$ cat src/rtl/ca3_pattern_sequencer.sv
// ca3_pattern_sequencer
//   Theta-locked initiator for ca3_phase_memory. Runs a fixed program: present
//   pat_a REPS times, then pat_b REPS times, each on a theta peak with a
//   learning handshake. It then presents cue_a and cue_b on theta troughs and
//   latches the pattern CA3 recalls after each cue.
// Ports
//   clk, rst        system clock, async active-high reset
//   clk_en          update strobe; every register advances only when high
//   start           launches the program from IDLE or DONE
//   theta_x         signed theta oscillator x output (WIDTH bits, FRAC fraction)
//   learning        CA3 learning level handshake
//   recalling       CA3 recalling level handshake
//   phase_pattern   pattern recalled by CA3
//   pat_a, pat_b    patterns to learn
//   cue_a, cue_b    partial recall cues
//   pattern_out     drives CA3 pattern_in
//   busy / done     program running / finished (done held until start or rst)
//   error           a wait state timed out (valid with done)
//   learn_count     completed learning handshakes, saturating at 31
//   recall_a/_b     patterns latched after cue A / cue B
//
// state   | meaning
// IDLE    | waiting for start after reset
// PEAK    | presenting pat_a/pat_b, waiting for a theta peak
// LWAIT   | pattern held, waiting for learning to rise
// LHOLD   | waiting for learning to fall
// TROUGH  | pattern off, waiting for a theta trough
// GAPW    | idle for GAP updates, then choose the next presentation
// RTROUGH | waiting for a theta trough before presenting a cue
// RWAIT   | cue held, waiting for recalling to rise
// RHOLD   | waiting for recalling to fall, then latch the recalled pattern
// DONE    | program finished or timed out
module ca3_pattern_sequencer #(
    parameter int WIDTH     = 18,
    parameter int FRAC      = 14,
    parameter int N_UNITS   = 6,
    parameter int REPS      = 5,
    parameter int PEAK_TH   = 12288,
    parameter int TROUGH_TH = -12288,
    parameter int GAP       = 50,
    parameter int TIMEOUT   = 4096
) (
    input  logic                      clk,
    input  logic                      rst,
    input  logic                      clk_en,
    input  logic                      start,
    input  logic signed [WIDTH-1:0]   theta_x,
    input  logic                      learning,
    input  logic                      recalling,
    input  logic [N_UNITS-1:0]        phase_pattern,
    input  logic [N_UNITS-1:0]        pat_a,
    input  logic [N_UNITS-1:0]        pat_b,
    input  logic [N_UNITS-1:0]        cue_a,
    input  logic [N_UNITS-1:0]        cue_b,
    output logic [N_UNITS-1:0]        pattern_out,
    output logic                      busy,
    output logic                      done,
    output logic                      error,
    output logic [4:0]                learn_count,
    output logic [N_UNITS-1:0]        recall_a,
    output logic [N_UNITS-1:0]        recall_b
);

    // FRAC only documents the scaling of the thresholds; no arithmetic needs it.
    localparam int frac_bits_unused = FRAC;

    localparam int GW = $clog2(GAP + 1);
    localparam int TW = $clog2(TIMEOUT + 1);
    localparam logic signed [WIDTH-1:0] PEAK_V   = WIDTH'(PEAK_TH);
    localparam logic signed [WIDTH-1:0] TROUGH_V = WIDTH'(TROUGH_TH);
    localparam logic [GW-1:0] GAP_LAST = GW'(GAP - 1);
    localparam logic [TW-1:0] TMO_LAST = TW'(TIMEOUT - 1);
    localparam logic [3:0]    REPS_V   = 4'(REPS);

    typedef enum logic [3:0] {
        IDLE, PEAK, LWAIT, LHOLD, TROUGH, GAPW, RTROUGH, RWAIT, RHOLD, DONE
    } state_t;

    state_t              state_q, state_d;
    logic [1:0]          step_q, step_d;
    logic [3:0]          rep_q, rep_d;
    logic [GW-1:0]       gap_q, gap_d;
    logic [TW-1:0]       tmo_q, tmo_d;
    logic [N_UNITS-1:0]  pattern_out_q, pattern_out_d;
    logic                busy_q, busy_d;
    logic                done_q, done_d;
    logic                error_q, error_d;
    logic [4:0]          learn_count_q, learn_count_d;
    logic [N_UNITS-1:0]  recall_a_q, recall_a_d;
    logic [N_UNITS-1:0]  recall_b_q, recall_b_d;
    logic                timed_state;

    always_comb begin
        state_d       = state_q;
        step_d        = step_q;
        rep_d         = rep_q;
        gap_d         = gap_q;
        tmo_d         = tmo_q;
        pattern_out_d = pattern_out_q;
        busy_d        = busy_q;
        done_d        = done_q;
        error_d       = error_q;
        learn_count_d = learn_count_q;
        recall_a_d    = recall_a_q;
        recall_b_d    = recall_b_q;
        timed_state   = state_q inside {PEAK, LWAIT, LHOLD, TROUGH, RTROUGH, RWAIT, RHOLD};

        case (state_q)
            IDLE, DONE: begin
                if (start) begin
                    learn_count_d = '0;
                    recall_a_d    = '0;
                    recall_b_d    = '0;
                    done_d        = 1'b0;
                    error_d       = 1'b0;
                    step_d        = 2'd0;
                    rep_d         = 4'd0;
                    busy_d        = 1'b1;
                    pattern_out_d = pat_a;
                    state_d       = PEAK;
                end
            end
            PEAK: begin
                pattern_out_d = (step_q == 2'd0) ? pat_a : pat_b;
                if (theta_x >= PEAK_V) state_d = LWAIT;
            end
            LWAIT: if (learning) state_d = LHOLD;
            LHOLD: begin
                if (!learning) begin
                    pattern_out_d = '0;
                    if (learn_count_q != 5'd31) learn_count_d = learn_count_q + 5'd1;
                    rep_d   = rep_q + 4'd1;
                    state_d = TROUGH;
                end
            end
            TROUGH: if (theta_x <= TROUGH_V) state_d = GAPW;
            GAPW: begin
                if (gap_q == GAP_LAST) begin
                    if (step_q == 2'd2) begin
                        step_d  = 2'd3;
                        state_d = RTROUGH;
                    end else if (step_q == 2'd3) begin
                        busy_d  = 1'b0;
                        done_d  = 1'b1;
                        state_d = DONE;
                    end else if (rep_q < REPS_V) begin
                        pattern_out_d = (step_q == 2'd0) ? pat_a : pat_b;
                        state_d       = PEAK;
                    end else begin
                        // Learning of the current pattern is complete.
                        rep_d  = 4'd0;
                        step_d = step_q + 2'd1;
                        if (step_q == 2'd0) begin
                            pattern_out_d = pat_b;
                            state_d       = PEAK;
                        end else begin
                            state_d = RTROUGH;
                        end
                    end
                end else begin
                    gap_d = gap_q + 1'b1;
                end
            end
            RTROUGH: begin
                if (theta_x <= TROUGH_V) begin
                    pattern_out_d = (step_q == 2'd2) ? cue_a : cue_b;
                    state_d       = RWAIT;
                end
            end
            RWAIT: if (recalling) state_d = RHOLD;
            RHOLD: begin
                if (!recalling) begin
                    if (step_q == 2'd2) recall_a_d = phase_pattern;
                    else                recall_b_d = phase_pattern;
                    pattern_out_d = '0;
                    state_d       = GAPW;
                end
            end
            default: state_d = IDLE;
        endcase

        // Wait-state watchdog: only runs while the state is not being left.
        if (timed_state && state_d == state_q) begin
            if (tmo_q == TMO_LAST) begin
                pattern_out_d = '0;
                error_d       = 1'b1;
                done_d        = 1'b1;
                busy_d        = 1'b0;
                state_d       = DONE;
            end else begin
                tmo_d = tmo_q + 1'b1;
            end
        end

        if (state_d != state_q) begin
            tmo_d = '0;
            gap_d = '0;
        end
    end

    always_ff @(posedge clk or posedge rst) begin
        if (rst) begin
            state_q       <= IDLE;
            step_q        <= 2'd0;
            rep_q         <= 4'd0;
            gap_q         <= '0;
            tmo_q         <= '0;
            pattern_out_q <= '0;
            busy_q        <= 1'b0;
            done_q        <= 1'b0;
            error_q       <= 1'b0;
            learn_count_q <= 5'd0;
            recall_a_q    <= '0;
            recall_b_q    <= '0;
        end else if (clk_en) begin
            state_q       <= state_d;
            step_q        <= step_d;
            rep_q         <= rep_d;
            gap_q         <= gap_d;
            tmo_q         <= tmo_d;
            pattern_out_q <= pattern_out_d;
            busy_q        <= busy_d;
            done_q        <= done_d;
            error_q       <= error_d;
            learn_count_q <= learn_count_d;
            recall_a_q    <= recall_a_d;
            recall_b_q    <= recall_b_d;
        end
    end

    assign pattern_out = pattern_out_q;
    assign busy        = busy_q;
    assign done        = done_q;
    assign error       = error_q;
    assign learn_count = learn_count_q;
    assign recall_a    = recall_a_q;
    assign recall_b    = recall_b_q;

endmodule

$ cat config.mk
export PLATFORM = sky130hd
export DESIGN_NAME = ca3_pattern_sequencer
export DESIGN_NICKNAME = d
export VERILOG_FILES = /design/src/rtl/ca3_pattern_sequencer.sv
export SDC_FILE = /design/constraint.sdc
export NUM_CORES = 1
export LEC_CHECK = 0
export CORE_ASPECT_RATIO = 1.25
export CORE_MARGIN = 4
export CORE_UTILIZATION = 40
export CTS_CLUSTER_SIZE = 16
export DETAILED_ROUTE_END_ITERATION = 8
export PLACE_DENSITY = 0.73
export SLEW_MARGIN = 40
export SYNTH_ARGS = -nofsm -noshare
export SYNTH_HDL_FRONTEND = slang
export SYNTH_SLANG_ARGS = --single-unit
$ cat constraint.sdc
create_clock -name clk -period 2.5 [get_ports clk]
set_input_delay 0.375 -clock clk [delete_from_list [all_inputs] [get_ports clk]]
set_output_delay 0.375 -clock clk [all_outputs]
set_load 0.1 [all_outputs]
==> results of run 1 <==
==> placed cells by master, fill, tap and decap left out, types with 7 or more instances in the layout <==
cell type / count
nor2b_1: 7
nor2_1: 37
dfrtp_1: 51
ha_1: 9
buf_4: 108
o21ai_1: 15
xnor2_1: 8
nor3_1: 11
and3_1: 7
a21oi_1: 15
nand4_1: 7
clkdlybuf4s50_1: 48
o31ai_1: 8
mux2_2: 10
a22o_1: 7
nand2_1: 49
nand3_1: 14
inv_1: 10
o21ai_0: 38
==> metal layers <==
layer	wire length, um	GRT usage [%]	share of wire (%)
met1	4850	25.0	40
met4	266	6.14	2.2
met3	693	3.25	5.7
met2	6370	37.4	52
met5	0	0	0
==> worst max-delay path, cell delays in order (launching register included) <==
cell and delay, ns:
dfrtp_2 0.45, buf_4 0.15, buf_4 0.12, nand2b_1 0.18
o22ai_1 0.23, or3_1 0.17, o211ai_1 0.12, or4b_4 0.57
buf_8 0.16, nor2_4 0.13, buf_6 0.11, xnor2_2 0.10
nor2_1 0.07
==> power groups by stage <==
stage	registers (uW)	clock network [uW]	logic (uW)
6_report	1280	826	3690
5_1_grt	1300	868	3950
4_1_cts	1270	828	3490
3_5_place_dp	1290	0	3350
3_3_place_gp	1280	0	3310
2_1_floorplan	2190	0	1380
==> area by class of cell <==
| cell class | instances | area [sq um] |
|---|---|---|
| Clock buffer | 6 | 129 |
| Clock inverter | 2 | 38.8 |
| Fill cell | 816 | 3830 |
| Inverter | 15 | 56.3 |
| Multi-Input combinational cell | 364 | 2560 |
| Sequential cell | 55 | 1380 |
| Tap cell | 126 | 158 |
| Timing Repair Buffer | 169 | 1450 |
==> metrics by stage <==
| stage | cells | instance area (sq um) | TNS, ns |
|---|---|---|---|
| after global placement | 718 | 5290 | -12.18 |
| final | 737 | 5780 | -1.37 |
| after detailed placement | 718 | 5290 | -13.20 |
| after floorplan | 460 | 3920 | -0.00130 |
| after CTS | 733 | 5560 | -1.29 |
| after global routing | 737 | 5780 | -4.14 |
==> sequential cells by signal, summed over array words and instances (netlist names) <==
signal and flops:
tmo_q 13, gap_q 6, pattern_out 6, recall_a 6, recall_b 6, learn_count 5
rep_q 4, state_q 4, step_q 2, busy 1, done 1, error 1
==> cells in the mapped netlist (3+ instances only) <==
| library cell | count | area (sq um) |
|---|---|---|
| dfrtp_1 | 55 | 1380 |
| nand2_1 | 49 | 184 |
| o21ai_0 | 46 | 230 |
| nor2_1 | 40 | 150 |
| a21oi_1 | 17 | 85.1 |
| clkbuf_1 | 16 | 60.1 |
| inv_1 | 15 | 56.3 |
| nand3_1 | 14 | 70.1 |
| nor3_1 | 12 | 60.1 |
| ha_1 | 11 | 138 |
| mux2_2 | 10 | 113 |
| o31ai_1 | 9 | 67.6 |
| xnor2_1 | 9 | 78.8 |
| and3_1 | 8 | 50.1 |
| nor2b_1 | 8 | 50.1 |
| o21ai_1 | 8 | 40.0 |
| a22o_1 | 7 | 61.3 |
| nand2b_1 | 7 | 43.8 |
| nand4_1 | 7 | 43.8 |
| a221oi_1 | 6 | 52.6 |
| a31oi_1 | 6 | 37.5 |
| nor3_2 | 6 | 60.1 |
| and2_1 | 5 | 31.3 |
| buf_2 | 5 | 25.0 |
| nor4b_1 | 5 | 43.8 |
| or3_1 | 5 | 31.3 |
| nor4_1 | 4 | 25.0 |
| o2111ai_1 | 4 | 35.0 |
| o21a_1 | 4 | 30.0 |
| xor2_1 | 4 | 35.0 |
| a21o_1 | 3 | 22.5 |
| nor3b_1 | 3 | 22.5 |
| or2_2 | 3 | 18.8 |
==> worst paths after layout <==
| check | end | cells after the start | slack [ns] |
|---|---|---|---|
| setup / recovery | tmo_q[0] | 12 | -0.18 |
| hold reg to reg | recall_b[1] | 2 | 0.49 |
| min in group clk | recall_b[1] | 2 | 0.49 |
| max in group asynchronous | state_q[1] | 3 | 1.54 |
| setup reg to reg | tmo_q[0] | 12 | -0.18 |
| hold / removal | tmo_q[6] | 2 | 0.40 |
==> what timing repair did <==
item,CTS,global route
resized for setup,24,45
buffers inserted,6,5
setup endpoints to repair,32,35
hold buffers,0,0
cloned,1,0
pin swaps,9,34
==> kinds of logic after synthesis <==
family,count (synthesis),share of synthesized area (%)
mux,12,3.38
buf+inv,41,4.66
xor+xnor,13,2.90
simple gates,191,26.5
compound gates,137,24.0
fa+ha+maj,11,3.51
flops,55,35.1
==> reports/metrics.yaml, run 1 <==
status: "complete, but fails checks"
violations: "negative setup slack"
dieHeight_um: 119
nets: 675
p_total_uw: 5800
dpl.hpwl_mm: 8.98
hold_ws_ns: 0.399
arrival_ns: 2.87
drv_cap: 0
antenna_left: 0
drc: 0
grt_antenna_before_repair: 0
required_ns: 2.69
place_ws_ns: -0.554
routedWlPerCell_um: 16.5
yosys_most_used_dff: "dfrtp_1"
rows: 40
period_share_pct: 107
cts-htree-levels: 2
synth.distinct_cells: 70
powerDensity_nw_per_um2: 1000
crit_path_start: "state_q[3]"
hold_viol: 0
io_pins: 80
clkTransAtPathRegs_ns: 0.08
slew_viol_final: 0
max_freq_mhz: 373
track_usage_pct: 20.9
grt_overflow_total: 0
grt_pass1_wl_mm: 19.3
via_count: 4185
numCtsBuffers: 5
core-area_sq_um: 9610
n_antenna_cell: 0
switchingPower_uw: 2850
vias_per_cell: 5.68
area_growth_pct: 47.3
path_max_fanout: 6
start_util_pct: 40.8
synthArstFlopShare_pct: 100
fin_worst_skew_ns: 0.00652
min_period_ns: 2.68
r2r_start: "state_q[3]"
power_leakage_uw: 0.00246
relSlewSlack_pct: 66.1
wl_mm: 12.2
yosysSeqAreaShare_pct: 35.1
swShare_pct: 49.2
dieArea_sq_um: 11500
cp-end-kind: "register"
cp-start-kind: "register"
intPower_uw: 2950
insertion_delay_ns: 0.30
synth_fp_nets: 525
drt_first_pass_iters: 5
setup_viol: 13
setup_slack_ns: -0.179
critPathKind: "register to register"
cts_tree: "done"
yosysWarnings: 0
synth_edf_count: 0
p_seq_share_pct: 22.0
io_buffers: 79
peakVddDrop_v: 0.000494
holdCritPathClass: "input port to asynchronous set/reset pin"
gp_congestion: 0.923
clockBufferDepth: 2
first_global_vias: 4108
p_comb_share_pct: 63.7
syn_inst: 460
utilization_pct: 60.1
cts_root_buffer: "clkbuf_16"
grt_max_degree: 38
netlist_area_sq_um: 3920
ys_ff_latch: 55
cts_sinks: 55
clkPwrFrac_pct: 14.2
die_w_um: 96.5
avgSynthCellArea_sq_um: 8.52
tightestPinTransition_ns: 0.507
drt_iter0_drc: 289
drive_gt1_share_pct: 31.1
rsz0062_at_grt: "true"
(Power assumes the default switching activity.)
==> run 2: changes to the inputs <==
--- a/config.mk
+++ b/config.mk
@@ -8,10 +8,11 @@
 export CORE_ASPECT_RATIO = 1.25
 export CORE_MARGIN = 4
 export CORE_UTILIZATION = 40
-export CTS_CLUSTER_SIZE = 16
+export CTS_CLUSTER_SIZE = 25
 export DETAILED_ROUTE_END_ITERATION = 8
 export PLACE_DENSITY = 0.73
-export SLEW_MARGIN = 40
+export SKIP_CTS_REPAIR_TIMING = 1
+export SLEW_MARGIN = 5
 export SYNTH_ARGS = -nofsm -noshare
 export SYNTH_HDL_FRONTEND = slang
 export SYNTH_SLANG_ARGS = --single-unit
==> run 2 against run 1 <==
The run still ends with negative setup slack left. Design area decreased by 0.80%. Sequential share of layout area rose by 0.19 points. Critical path depth fell by 2. Fmax up 0.32%. Final cell count is 0.27% lower. Routed wire length is 0.16% lower. Clock skew shrank 0.0014 ns. Core utilization decreased by 0.48 points. Via count about the same. Power fell by 0.91%. Critical path type unchanged. Largest cell class unchanged.
==> reports/metrics.yaml, run 2 (synthesis results as in run 1) <==
place_area_sq_um: 5290
totalNegativeSetupSlack_ns: -1.95
slew_viol_final: 0
rows: 40
clockBufferDepth: 2
cp-start-kind: "register"
largest_register: "tmo_q"
rr_endpoint: "tmo_q[5]"
die_w_um: 96.5
cp_slowest_stage_delay_ns: 0.54
grt_overflow_total: 0
drive_gt1_share_pct: 30.0
multi_input_area_sq_um: 2510
cts_root_buffer: "clkbuf_16"
n_antenna_cell: 0
busiest_layer: "met2"
setup_viol: 20
relSlewSlack_pct: 66.3
place_inst: 718
max_freq_mhz: 374
numCtsBuffers: 5
rr_worst_depth: 10
drt_first_pass_iters: 7
power_leakage_uw: 0.00249
layoutNonFillerInstCount: 735
clkPwrFrac_pct: 14.3
cts_sinks: 55
violations: "negative setup slack"
dieHeight_um: 119
ff2ff_setup_slack_ns: -0.17
grt_pass1_wl_mm: 19.0
holdCritPathClass: "input port to asynchronous set/reset pin"
via_count: 4188
tightestPinTransition_ns: 0.504
gp_congestion: 0.923
vias_per_cell: 5.70
grt_use_met1_pct: 24.8
grt_max_degree: 38
core-area_sq_um: 9610
min_period_ns: 2.67
insertion_delay_ns: 0.30
period_share_pct: 107
track_usage_pct: 20.5
dpl.hpwl_mm: 8.98
intPower_uw: 2920
setup_slack_ns: -0.171
cp_top_family: "compound AO/OA/AOI/OAI gates"
rsz0062_at_grt: "true"
largest_register_ff_count: 13
powerDensity_nw_per_um2: 1000
p_comb_share_pct: 63.5
cts-htree-levels: 2
area_growth_pct: 46.2
switchingPower_uw: 2830
wl_mm: 12.2
critPathKind: "register to register"
antenna_left: 0
arrival_ns: 2.86
peakVddDrop_v: 0.000481
grt_antenna_before_repair: 0
globalRouteMet3Util_pct: 3.25
first_global_vias: 4067
r2r_start: "state_q[3]"
clkTransAtPathRegs_ns: 0.07
start_util_pct: 40.8
utilization_pct: 59.6
final_cell_mix: "buf_4 (107), dfrtp_1 (51), nand2_1 (49)"
hold_viol: 0
place_ws_ns: -0.554
io_pins: 80
io_buffers: 79
layout_commonest_cell: "buf_4"
cp-end-kind: "register"
drv_cap: 0
status: "complete, but fails checks"
p_seq_share_pct: 22.2
nets: 673
fin_worst_skew_ns: 0.00509
nFillCells: 821
path_max_fanout: 5
crit_path_start: "state_q[3]"
required_ns: 2.69
routedWlPerCell_um: 16.5
dieArea_sq_um: 11500
drt_iter0_drc: 307
critPathBufInv: 2
met2_usage_pct: 36.3
seq_area_sq_um: 1380
swShare_pct: 49.2
drc: 0
crit_chain: "buf_4, or4b_4, nor3_4, buf_4, a311oi_2, o211ai_1, nor4b_1, a21oi_1, a21oi_1, a22o_1"
cp_slowest_cell: "or4b_4"
cts_tree: "done"
final_cell_area_sq_um: 5730
-- run 2: cell types whose count changed in the layout (fill, tap and decap cells not counted), sizes merged --
cell and delta:
dlymetal6s2s +5, clkdlybuf4s50 -1, clkbuf +2, dlygate4sd2 -4
buf -4
-- run 2: layout make-up --
| class | count | share of cell area (%) |
|---|---|---|
| flip-flops and latches | 55 | 24.1 |
| clock inverters | 2 | 0.677 |
| multi-input cells | 364 | 43.9 |
| repair buffers | 167 | 25.3 |
| clock buffers | 6 | 2.25 |
| inverters | 15 | 0.983 |
| well taps | 126 | 2.75 |
-- run 2: through the flow --
stage / total power, uW / hold WS [ns]
6_report: 5740 / 0.403
5_1_grt: 6060 / 0.458
4_1_cts: 5470 / 0.428
3_5_place_dp: 4640 / 0.475
3_3_place_gp: 4580 / 0.464
2_1_floorplan: 3580 / 0.465
-- run 2: how the worst max path moves through the flow --
stage | to | slack, ns | cells past startpoint
global placement | tmo_q[10] | -0.49 | 10
floorplan | tmo_q[5] | -0.001 | 12
global route | tmo_q[5] | -0.27 | 10
CTS | tmo_q[7] | -0.24 | 10
detailed placement | tmo_q[7] | -0.55 | 10
finish | tmo_q[5] | -0.17 | 10
-- run 2: power groups by stage --
stage | logic, uW | registers, uW | clock network [uW]
after global routing | 3890 | 1300 | 868
after detailed placement | 3350 | 1290 | 0
final | 3650 | 1280 | 821
after floorplan | 1380 | 2190 | 0
after CTS | 3370 | 1270 | 828
after global placement | 3310 | 1280 | 0
-- run 2: metal layers --
metal | vias to the layer above | wire, um
met4 | 0 | 223
met3 | 31 | 615
met5 | - | 0
li1 | 1987 | -
met1 | 2024 | 4890
met2 | 146 | 6430
==> run 3: changes to the inputs <==
--- a/config.mk
+++ b/config.mk
@@ -10,7 +10,7 @@
 export CORE_UTILIZATION = 40
 export CTS_CLUSTER_SIZE = 25
 export DETAILED_ROUTE_END_ITERATION = 8
-export PLACE_DENSITY = 0.73
+export PLACE_DENSITY = 0.78
 export SKIP_CTS_REPAIR_TIMING = 1
 export SLEW_MARGIN = 5
 export SYNTH_ARGS = -nofsm -noshare
==> run 3 against run 2 <==
The run still ends with negative setup slack left. Global-route usage up 0.67 points. Final cell count rose by 0.95%. Combinational power up 5%. Register-to-register slack got worse by 0.05 ns. Sequential share of layout area down 0.41 points. Via count grew 1.6%. Worst setup slack got worse by 0.049 ns. Largest power group unchanged.
==> reports/metrics.yaml, run 3 (synthesis results as in run 1) <==
totalNegativeSetupSlack_ns: -2.49
multi_input_area_sq_um: 2580
layout_commonest_cell: "buf_4"
via_count: 4253
violations: "negative setup slack"
clkTransAtPathRegs_ns: 0.07
period_share_pct: 109
p_total_uw: 5810
rr_worst_depth: 11
io_buffers: 79
dpl.hpwl_mm: 9.56
crit_chain: "inv_2, ha_4, nor2b_4, o31a_1, a311oi_2, o211ai_1, or4b_4, buf_8, nor2_4, a21oi_1, a22o_1"
drt_first_pass_iters: 5
min_period_ns: 2.72
status: "complete, but fails checks"
antenna_left: 0
dieHeight_um: 119
ff2ff_setup_slack_ns: -0.22
grt_pass1_wl_mm: 19.6
seq_area_sq_um: 1380
start_util_pct: 40.8
first_global_vias: 4223
numCtsBuffers: 5
required_ns: 2.69
cp-end-kind: "register"
n_antenna_cell: 0
hold_ws_ns: 0.445
final_cell_mix: "buf_4 (113), dfrtp_1 (54), clkdlybuf4s50_1 (50)"
power_leakage_uw: 0.00251
relSlewSlack_pct: 51.5
met2_usage_pct: 38.5
gp_congestion: 0.970
powerDensity_nw_per_um2: 1000
rows: 40
critPathKind: "register to register"
rsz0062_at_grt: "true"
fin_worst_skew_ns: 0.00576
setup_viol: 19
cts_tree: "done"
cp-start-kind: "register"
max_freq_mhz: 368
rr_endpoint: "tmo_q[5]"
drc: 0
drv_cap: 0
insertion_delay_ns: 0.30
track_usage_pct: 21.2
largest_register: "tmo_q"
clockBufferDepth: 2
grt_overflow_total: 0
drive_gt1_share_pct: 31.7
core-area_sq_um: 9610
area_growth_pct: 48.3
globalRouteMet3Util_pct: 2.74
routedWlPerCell_um: 17.4
dieArea_sq_um: 11500
grt_antenna_before_repair: 0
cts-htree-levels: 2
die_w_um: 96.5
largest_register_ff_count: 13
nFillCells: 805
setup_slack_ns: -0.220
grt_use_met1_pct: 24.5
peakVddDrop_v: 0.000388
holdCritPathClass: "input port to asynchronous set/reset pin"
vias_per_cell: 5.73
cts_root_buffer: "clkbuf_16"
arrival_ns: 2.91
slew_viol_final: 0
nets: 680
critPathBufInv: 2
busiest_layer: "met2"
r2r_start: "rep_q[0]"
path_max_fanout: 10
cts_sinks: 55
grt_max_degree: 32
cp_slowest_stage_delay_ns: 0.51
cp_slowest_cell: "or4b_4"
tightestPinTransition_ns: 0.728
io_pins: 80
cp_top_family: "compound AO/OA/AOI/OAI gates"
wl_mm: 12.9
hold_viol: 0
drt_iter0_drc: 214
==> run 3: changes by cell type in the layout (fill, tap and decap cells not counted), moves of 3 or more <==
cell and delta:
dfrtp_1 +3, a21oi_2 +4, dfrtp_2 -3, buf_6 +4, a21oi_1 -4, clkdlybuf4s50_1 +3, dlymetal6s2s_1 -3, buf_4 +6
==> run 3: through the flow <==
step                setup WS [ns]  utilization (%)  std cells  area (sq um)
finish                     -0.220             60.5        742          5810
floorplan                -0.00130                -        460          3920
global placement           -0.471             55.7        727          5360
CTS                        -0.274             57.3        735          5510
detailed placement         -0.539             55.7        727          5360
global route               -0.310             60.5        742          5810
==> run 3: how the worst max path moves through the flow <==
| stage | start | cells past startpoint | slack, ns | endpoint |
|---|---|---|---|---|
| 3_3_place_gp | theta_x[13] | 10 | -0.47 | tmo_q[5] |
| 6_report | rep_q[0] | 11 | -0.22 | tmo_q[5] |
| 3_5_place_dp | theta_x[13] | 10 | -0.54 | tmo_q[5] |
| 4_1_cts | gap_q[1] | 11 | -0.27 | rep_q[2] |
| 2_1_floorplan | step_q[1] | 12 | -0.001 | tmo_q[5] |
| 5_1_grt | rep_q[0] | 11 | -0.31 | tmo_q[5] |
==> run 3: cell type report <==
cell class	count	share of cell area, %
multi-input combinational	364	44.4
inverter	15	0.969
timing repair buffer	174	25.6
sequential	55	23.7
clock inverter	3	0.409
tap	126	2.71
clock buffer	5	2.15
==> run 3: metal layers <==
layer / wire length (um) / up-vias / part of all wire, %
met5: 0 / - / 0
met3: 582 / 39 / 4.5
li1: - / 2000 / -
met1: 5120 / 2059 / 40
met4: 419 / 0 / 3.2
met2: 6810 / 155 / 53
==> run 3: power by group <==
group          leakage (uW)  total (uW)  internal [uW]  switching [uW]
clock             0.0000717         736            378             357
combinational       0.00169        3820           1410            2410
sequential         0.000744        1250           1080             171
total               0.00251        5810           2870            2940
